<file path="src/rtl/alu_seq_exec.sv">
// Sequential ALU execute stage: one-cycle ALU ops plus bit-serial shifts
// with valid/ready handshakes on both sides and synchronous flush.
module alu_seq_exec (
  input  logic        clk,
  input  logic        rst_n,
  input  logic        in_valid,
  output logic        in_ready,
  input  logic [3:0]  alu_ctrl,
  input  logic [31:0] op_a,
  input  logic [31:0] op_b,
  input  logic        flush,
  output logic        out_valid,
  input  logic        out_ready,
  output logic [31:0] result,
  output logic        busy
);

  typedef enum logic [1:0] {
    IDLE,
    SHIFT,
    DONE
  } state_t;

  state_t      state_q, state_d;
  logic [31:0] work_q, work_d;
  logic [31:0] result_q, result_d;
  logic [4:0]  cnt_q, cnt_d;
  logic [1:0]  sop_q, sop_d;
  logic [31:0] alu_res;
  logic [31:0] shifted;
  logic        accept;
  logic        is_shift;

  assign in_ready  = (state_q == IDLE);
  assign out_valid = (state_q == DONE);
  assign busy      = (state_q != IDLE);
  assign result    = result_q;

  // flush in IDLE blocks the accept internally
  assign accept   = in_valid & in_ready & ~flush;
  assign is_shift = (alu_ctrl == 4'b1000) |
                    (alu_ctrl == 4'b1001) |
                    (alu_ctrl == 4'b1010);

  always_comb begin
    alu_res = 32'd0;
    case (alu_ctrl)
      4'b0000: alu_res = op_a + op_b;
      4'b0001: alu_res = op_b;
      4'b0010: alu_res = op_a - op_b;
      4'b0011: alu_res = (op_a + op_b) & ~32'd1;
      4'b0100: alu_res = {31'd0, op_a < op_b};
      4'b0101: alu_res = op_a ^ op_b;
      4'b0110: alu_res = op_a | op_b;
      4'b0111: alu_res = op_a & op_b;
      4'b1100: alu_res = {31'd0, $signed(op_a) < $signed(op_b)};
      default: alu_res = 32'd0;
    endcase
  end

  // sop: 00 sll, 01 sra, 10 srl (low bits of the shift opcode)
  always_comb begin
    shifted = {1'b0, work_q[31:1]};
    unique case (sop_q)
      2'b00:   shifted = {work_q[30:0], 1'b0};
      2'b01:   shifted = {work_q[31], work_q[31:1]};
      default: shifted = {1'b0, work_q[31:1]};
    endcase
  end

  always_comb begin
    state_d  = state_q;
    work_d   = work_q;
    result_d = result_q;
    cnt_d    = cnt_q;
    sop_d    = sop_q;
    unique case (state_q)
      IDLE: begin
        cnt_d = 5'd0;
        if (accept) begin
          if (is_shift) begin
            sop_d = alu_ctrl[1:0];
            if (op_b[4:0] == 5'd0) begin
              result_d = op_a;
              state_d  = DONE;
            end else begin
              work_d  = op_a;
              cnt_d   = op_b[4:0];
              state_d = SHIFT;
            end
          end else begin
            result_d = alu_res;
            state_d  = DONE;
          end
        end
      end
      SHIFT: begin
        if (flush) begin
          cnt_d   = 5'd0;
          state_d = IDLE;
        end else begin
          work_d = shifted;
          cnt_d  = cnt_q - 5'd1;
          if (cnt_q == 5'd1) begin
            result_d = shifted;
            state_d  = DONE;
          end
        end
      end
      DONE: begin
        if (flush || out_ready) state_d = IDLE;
      end
      default: state_d = IDLE;
    endcase
  end

  always_ff @(posedge clk or negedge rst_n) begin
    if (!rst_n) begin
      state_q  <= IDLE;
      work_q   <= 32'd0;
      result_q <= 32'd0;
      cnt_q    <= 5'd0;
      sop_q    <= 2'b00;
    end else begin
      state_q  <= state_d;
      work_q   <= work_d;
      result_q <= result_d;
      cnt_q    <= cnt_d;
      sop_q    <= sop_d;
    end
  end

endmodule

</file>
<file path="config.mk">
export PLATFORM = sky130hd
export DESIGN_NAME = alu_seq_exec
export DESIGN_NICKNAME = d
export VERILOG_FILES = /design/src/rtl/alu_seq_exec.sv
export SDC_FILE = /design/constraint.sdc
export NUM_CORES = 1
export LEC_CHECK = 0
export ABC_AREA = 0
export BUFFER_PORTS_ARGS = -buffer_cell sky130_fd_sc_hd__buf_2
export CORE_MARGIN = 8
export CORE_UTILIZATION = 54
export DETAILED_ROUTE_END_ITERATION = 10
export GPL_ROUTABILITY_DRIVEN = 0
export HOLD_SLACK_MARGIN = 0.03
export PLACE_DENSITY_LB_ADDON = 0.25
export REMOVE_ABC_BUFFERS = 1
export SKIP_LAST_GASP = 1
export SYNTH_ARGS = -nofsm -noshare
export SYNTH_HDL_FRONTEND = slang
export SYNTH_SLANG_ARGS = --single-unit
export TNS_END_PERCENT = 30
</file>
<file path="constraint.sdc">
create_clock -name clk -period 5.45 [get_ports clk]
set_clock_uncertainty 0.1 [all_clocks]
set_input_delay 0.545 -clock clk [delete_from_list [all_inputs] [get_ports clk]]
set_output_delay 0.545 -clock clk [all_outputs]
set_load 0.05 [all_outputs]
</file>
# Word level (Yosys, flattened, before mapping)
# Cells that the tools add are included.
[totals] reg_bits=73 inputBits=73
[op_classes] add_sub_neg=3 magnitude_cmp=2 eq_ne=23 n_mux=25 bitwise_logic=8 reduce_logical=11
[op_table] operator="32-bit two-way mux" count=9
[op_table] operator="32-bit case mux with 9 select lines" count=1
[op_table] operator="32-bit case mux with 2 select lines" count=3
[op_table] operator="32-bit < comparator" count=2
[op_table] operator="32-bit adder" count=1
[op_table] operator="32-bit AND" count=1
[op_table] operator="32-bit OR" count=1
[op_table] operator="32-bit subtractor" count=1
[op_table] operator="32-bit XOR" count=1
[op_table] operator="5-bit two-way mux" count=4
[op_table] operator="4-bit by 3-bit equality test with 1-bit output (second input constant)" count=4
[op_table] operator="4-bit equality test (second input constant)" count=4
[op_table] operator="2-bit two-way mux" count=6
[op_table] operator="5-bit case mux with 2 select lines" count=1
[op_table] operator="5-bit AND reduction" count=2
[op_table] operator="4-bit by 2-bit equality test with 1-bit output (second input constant)" count=2
[op_table] operator="2-bit by 1-bit inequality test with 1-bit output (second input constant)" count=3
[op_table] operator="2-bit inequality test (second input constant)" count=3
[op_table] operator="2-bit case mux with 3 select lines" count=1
[op_table] operator="3-bit AND reduction" count=2
[op_table] operator="5-bit by 1-bit equality test with 1-bit output (second input constant)" count=1
[op_table] operator="5-bit logical NOT" count=1
[op_table] operator="5-bit by 1-bit subtractor with 5-bit output (second input constant)" count=1
[op_table] operator="2-bit by 1-bit equality test with 1-bit output (second input constant)" count=2
[op_table] operator="other kinds (11)" count=15

# Logic depth before layout (Yosys ltp)
[logic_depth] ltp_word=6 ltp_mapped=14 depth_no_buf=14

# Worst setup path after synthesis
# Ideal clock, no wire load.
[synth_timing] kind="input-to-reg" from="input port op_b[4]" to="register result_q[31] (netlist: result[31])" setup_time_ps=126 arrival_time_ps=3397 required_time_ps=5224 setup_slack_ps=1827 stages=14 n_path_buf=1 path_cell_list="inv_1 -> ha_1 -> buf_6 -> nor2_1 -> a211oi_1 -> nand4_1 -> nand3b_1 -> a21boi_1 -> o41a_1 -> a311oi_2 -> o21ai_0 -> mux2i_1 -> a2111o_1 -> a221o_1"
[synth_via] elab_chain_len=5
[synth_lines] item="start: declaration" line_no="10" source="input logic [31:0] op_b,"
[synth_lines] item="32-bit adder / 32-bit subtractor (equally long branches)" line_no="48, 51, 50"
[synth_lines] item="32-bit case mux with 9 select lines" line_no="47" source="case (alu_ctrl)"
[synth_lines] item="32-bit two-way mux" line_no="81" source="if (is_shift) begin"
[synth_lines] item="32-bit two-way mux" line_no="80" source="if (accept) begin"
[synth_lines] item="32-bit case mux with 2 select lines" line_no="77" source="unique case (state_q)"
[synth_lines] item="end signal: assignment" line_no="127" source="result_q <= result_d;"
[synth_lines] item="end: declaration" line_no="26" source="logic [31:0] result_q, result_d;"
# Parallel ways exist; a longest one is shown, timed or not. The select of a mux whose other input is x is not followed.
# A chain may end at the register's enable or synchronous reset.

# Final worst setup path
# Same ends and word-level chain as after synthesis.

==> impl_summary.md <==
Run status
The run finished with clean final reports.

Synth
By count the netlist is led by sky130_fd_sc_hd__a21oi_1 (165), sky130_fd_sc_hd__o21ai_0 (129), sky130_fd_sc_hd__nor2_1 (122). The compound-gate portion of the synthesized area is 37.5%. The number of cells produced by synthesis is 1243.

After synthesis, the share of flip-flops with an asynchronous set or reset is 100%. Multiplexer cells account for 0.927% of the synthesized area. The most numerous cell in the Yosys netlist is sky130_fd_sc_hd__a21oi_1. After synthesis, the largest area contributor takes up 20.5% of total cell area.

The sequential cell area fraction in the yosys report is 20.5%. In this run, synthesis inferred 0 flip-flops with an integrated enable. Yosys mapped the design onto 81 distinct sky130hd cell types. The mapped netlist covers 8910 um2.

By area the synthesized netlist is led by sky130_fd_sc_hd__dfrtp_1 (21%), sky130_fd_sc_hd__ha_1 (14%), sky130_fd_sc_hd__a21oi_1 (9.3%). The Yosys step of the flow raised 0 warnings. The synthesized area divided by synthesized cell count is 7.17 um2. Summing the areas of all xor and xnor instances in the mapped netlist gives 1.67% of the synthesized area. The most used flip-flop cell after synthesis is sky130_fd_sc_hd__dfrtp_1. After synthesis, the largest family of logic cells by area is compound AO/OA/AOI/OAI gates. The simple-gate area share of the yosys netlist is 16.9%. Of all cell types, the one taking the most synthesized area is sky130_fd_sc_hd__dfrtp_1. Counting flops and latches in the post-synthesis netlist gives 73. The share of synthesized cell area in full adder, half adder and majority cells is 14.2%.

Timing
The smallest clock period supported by the final layout is computed as 3920 ps. The share of the cycle needed by the critical path after routing is 71.8%. Setup violations remaining at the end of the flow were counted as 0. Setup repair after global routing left no endpoint under its margin.

The final count of hold timing violations is 0. The total negative slack for setup checks is 0 ps. The max-slew violation count is 0. Based on the critical path, the design can be clocked at up to 255 MHz. The relative max-transition margin is 23.2%. The worst-margin pin slew is 1150 ps.

Critical path
The number of buffer and inverter instances along the worst setup path is 2. For the worst setup path, the data required time is 5580 ps. The worst setup path is captured at a flip-flop. The category of the worst setup path launch point is an input pin. The data arrival time of the worst path is 4050 ps. The number of stages on the worst setup path is 14. The cell at the slowest stage of the critical path is sky130_fd_sc_hd__ha_1. Of all nets on the critical path, the largest fanout is 9. The critical path's largest stage delay is 440 ps. On the critical path the largest part of the delay comes from compound AO/OA/AOI/OAI gates. By startpoint and endpoint, the worst setup path is classified as input pin to flip-flop.

The signal on the critical path passes through buf_2 -> inv_1 -> ha_1 -> nor2b_1 -> a211oi_1 -> nand4_1 -> nand3b_1 -> a21boi_1 -> o41a_1 -> a311oi_2 -> o21ai_0 -> mux2i_1 -> a2111o_1 -> a221o_1. The worst register-to-register path has a depth of 6.

Global route
The number of antenna violations at the first check in global routing is 1. The via count of the first global-routing pass is 9094. Entering global routing, the biggest net connects 74 pins. Across every metal layer, demand over resource in global routing totals 28.2%. After global routing the overflow that remains totals 0.

The first-pass GRT wire length is 47.0 mm.

Power
For this design the static power due to leakage is 4.54 nW. The worst-case IR drop observed on VDD is 0.392 mV. In this run, flip-flops and latches consume 27.8% of the power. The clock group share of total power is 19.5%. The fraction of power spent switching nets is 50.4%. The analysis attributes to net switching a power of 0.00179 W. The power per standard cell area is 360 nW/um2.

The combinational share of power is 52.7%. The internal power of the cells totals 0.00176 W.

Floorplanning
The number of rows in the core area is 47. The core box area is 16300 um2. The top-level I/O count is 108. The die covers 20900 um2. The width of the die is 144 um.

The initial cell density of the core is 54.5%. The height of the chip is 144 um.

Placed design
During placement, the flow inserted port buffers numbering 107. After legalization and detailed placement, the total HPWL measured 20.9 mm. Including well taps, the total number of placed cells is 1495.

Finish
The share of post-route cells with drive strength above 1 is 12.8%. The final net count is 1459. The non-filler instance count after layout is 1511. The area growth from synthesis to layout is 10.5%.

The repair_antennas step left the layout with diodes totalling 0.

CTS
In this run, post-CTS hold repair placed 0 buffers. The maximum buffer depth of the clock tree is 2. The clock tree root driver cell is sky130_fd_sc_hd__clkbuf_16.

Clock latency on the worst-skew pair, taken at its later pin, is 350 ps. The CTS sink count is 73. The clock transition at the register clock pins on the worst setup and hold paths after CTS is 70 ps. The number of setup buffers added after CTS is 0. The number of gates given a new drive strength after cts is 0.

The number of clock buffers added by TritonCTS is 9. The H-tree was split into 3 levels. TritonCTS built the clock tree.

Detailed routing
Once detail routing completed, the nets flagged for antenna violations numbered 0. Dividing the detail-routed via count by the number of cells gives 6.47. In the final routed layout, each cell accounts on average for 19.5 um. The total wirelength of the detailed-routed design is 29.4 mm.

In the routed design, unresolved DRC markers number 0. The detailed router finished its first iteration with 1280 violations. The total vias in the final route is 9773.

Before antenna repair, the detailed router went through 5 iterations.

Min path
The path class of the tightest hold or removal check is input pin to async pin.

Job
The tool flagged a number of max-cap violations equal to 0.
[cells in the final DEF, fill, tap and decap left out, drive strengths merged, types with 11 or more instances in the layout]
cell,count
o211ai,14
a21oi,165
nand3,17
nor3,21
inv,99
o21bai,13
a221oi,44
ha,98
a31oi,14
a22oi,14
buf,122
a21o,20
clkbuf,11
nand2b,13
xnor2,13
nor2,122
dfrtp,73
nand2,118
o31ai,14
o21ai,134
[routing by layer]
| layer | vias to the layer above | track usage (%) | wire (um) |
|---|---|---|---|
| met5 | - | 0 | 8 |
| met4 | 2 | 10.5 | 811 |
| met3 | 69 | 5.25 | 2740 |
| met2 | 514 | 43.7 | 13100 |
| met1 | 4603 | 38.1 | 12800 |
| li1 | 4585 | - | - |
[final cells by class]
type                            instances  area, um2
Inverter                              100        375
Clock buffer                           11        253
Sequential cell                        73       1830
Timing Repair Buffer                  122        651
Clock inverter                          5       77.6
Multi-Input combinational cell        980       6390
Fill cell                            1572       6500
Tap cell                              220        275
[state kept, by name (all words and copies together) (netlist names)]
| register | flops |
|---|---|
| state_q | 2 |
| cnt_q | 5 |
| sop_q | 2 |
| work_q | 32 |
| result | 32 |
[logic make-up after synthesis]
kind of cell	Yosys count
AO/OA/AOI/OAI	514
AND/OR/NAND/NOR	341
buffers and inverters	190
adder cells (fa/ha/maj)	100
flip-flops	73
XOR/XNOR	17
multiplexers	8
[final timing paths]
check | start | slack [ps] | endpoint
max in group asynchronous | rst_n | 4340 | result[24]
hold reg to reg | result[10] | 370 | result[10]
setup reg to reg | state_q[1] | 2280 | result[28]
setup / recovery | op_b[4] | 1530 | result[31]
hold / removal | rst_n | 250 | cnt_q[1]
min in group clk | result[10] | 370 | result[10]
[stage by stage]
step / utilization, % / hold WS [ps] / setup WS (ps) / total power, W / area, um2
global placement: 58.2 / 357 / 1370 / 0.00279 / 9520
CTS: 60.2 / 305 / 1590 / 0.00352 / 9850
detailed placement: 58.2 / 365 / 1250 / 0.00282 / 9520
global route: 60.2 / 339 / 1280 / 0.00375 / 9850
floorplan: - / 149 / 1390 / 0.00226 / 8550
finish: 60.2 / 248 / 1530 / 0.00354 / 9850
[power groups by stage]
| stage | combinational [W] | clock [W] | sequential, W |
|---|---|---|---|
| after floorplan | 0.000895 | 0 | 0.00137 |
| after global placement | 0.00181 | 0 | 0.000976 |
| after detailed placement | 0.00184 | 0 | 0.000985 |
| after CTS | 0.00185 | 0.000695 | 0.000977 |
| after global routing | 0.00202 | 0.000717 | 0.00101 |
| final | 0.00187 | 0.000693 | 0.000984 |
No activity file was read; power rests on OpenSTA's default activity.
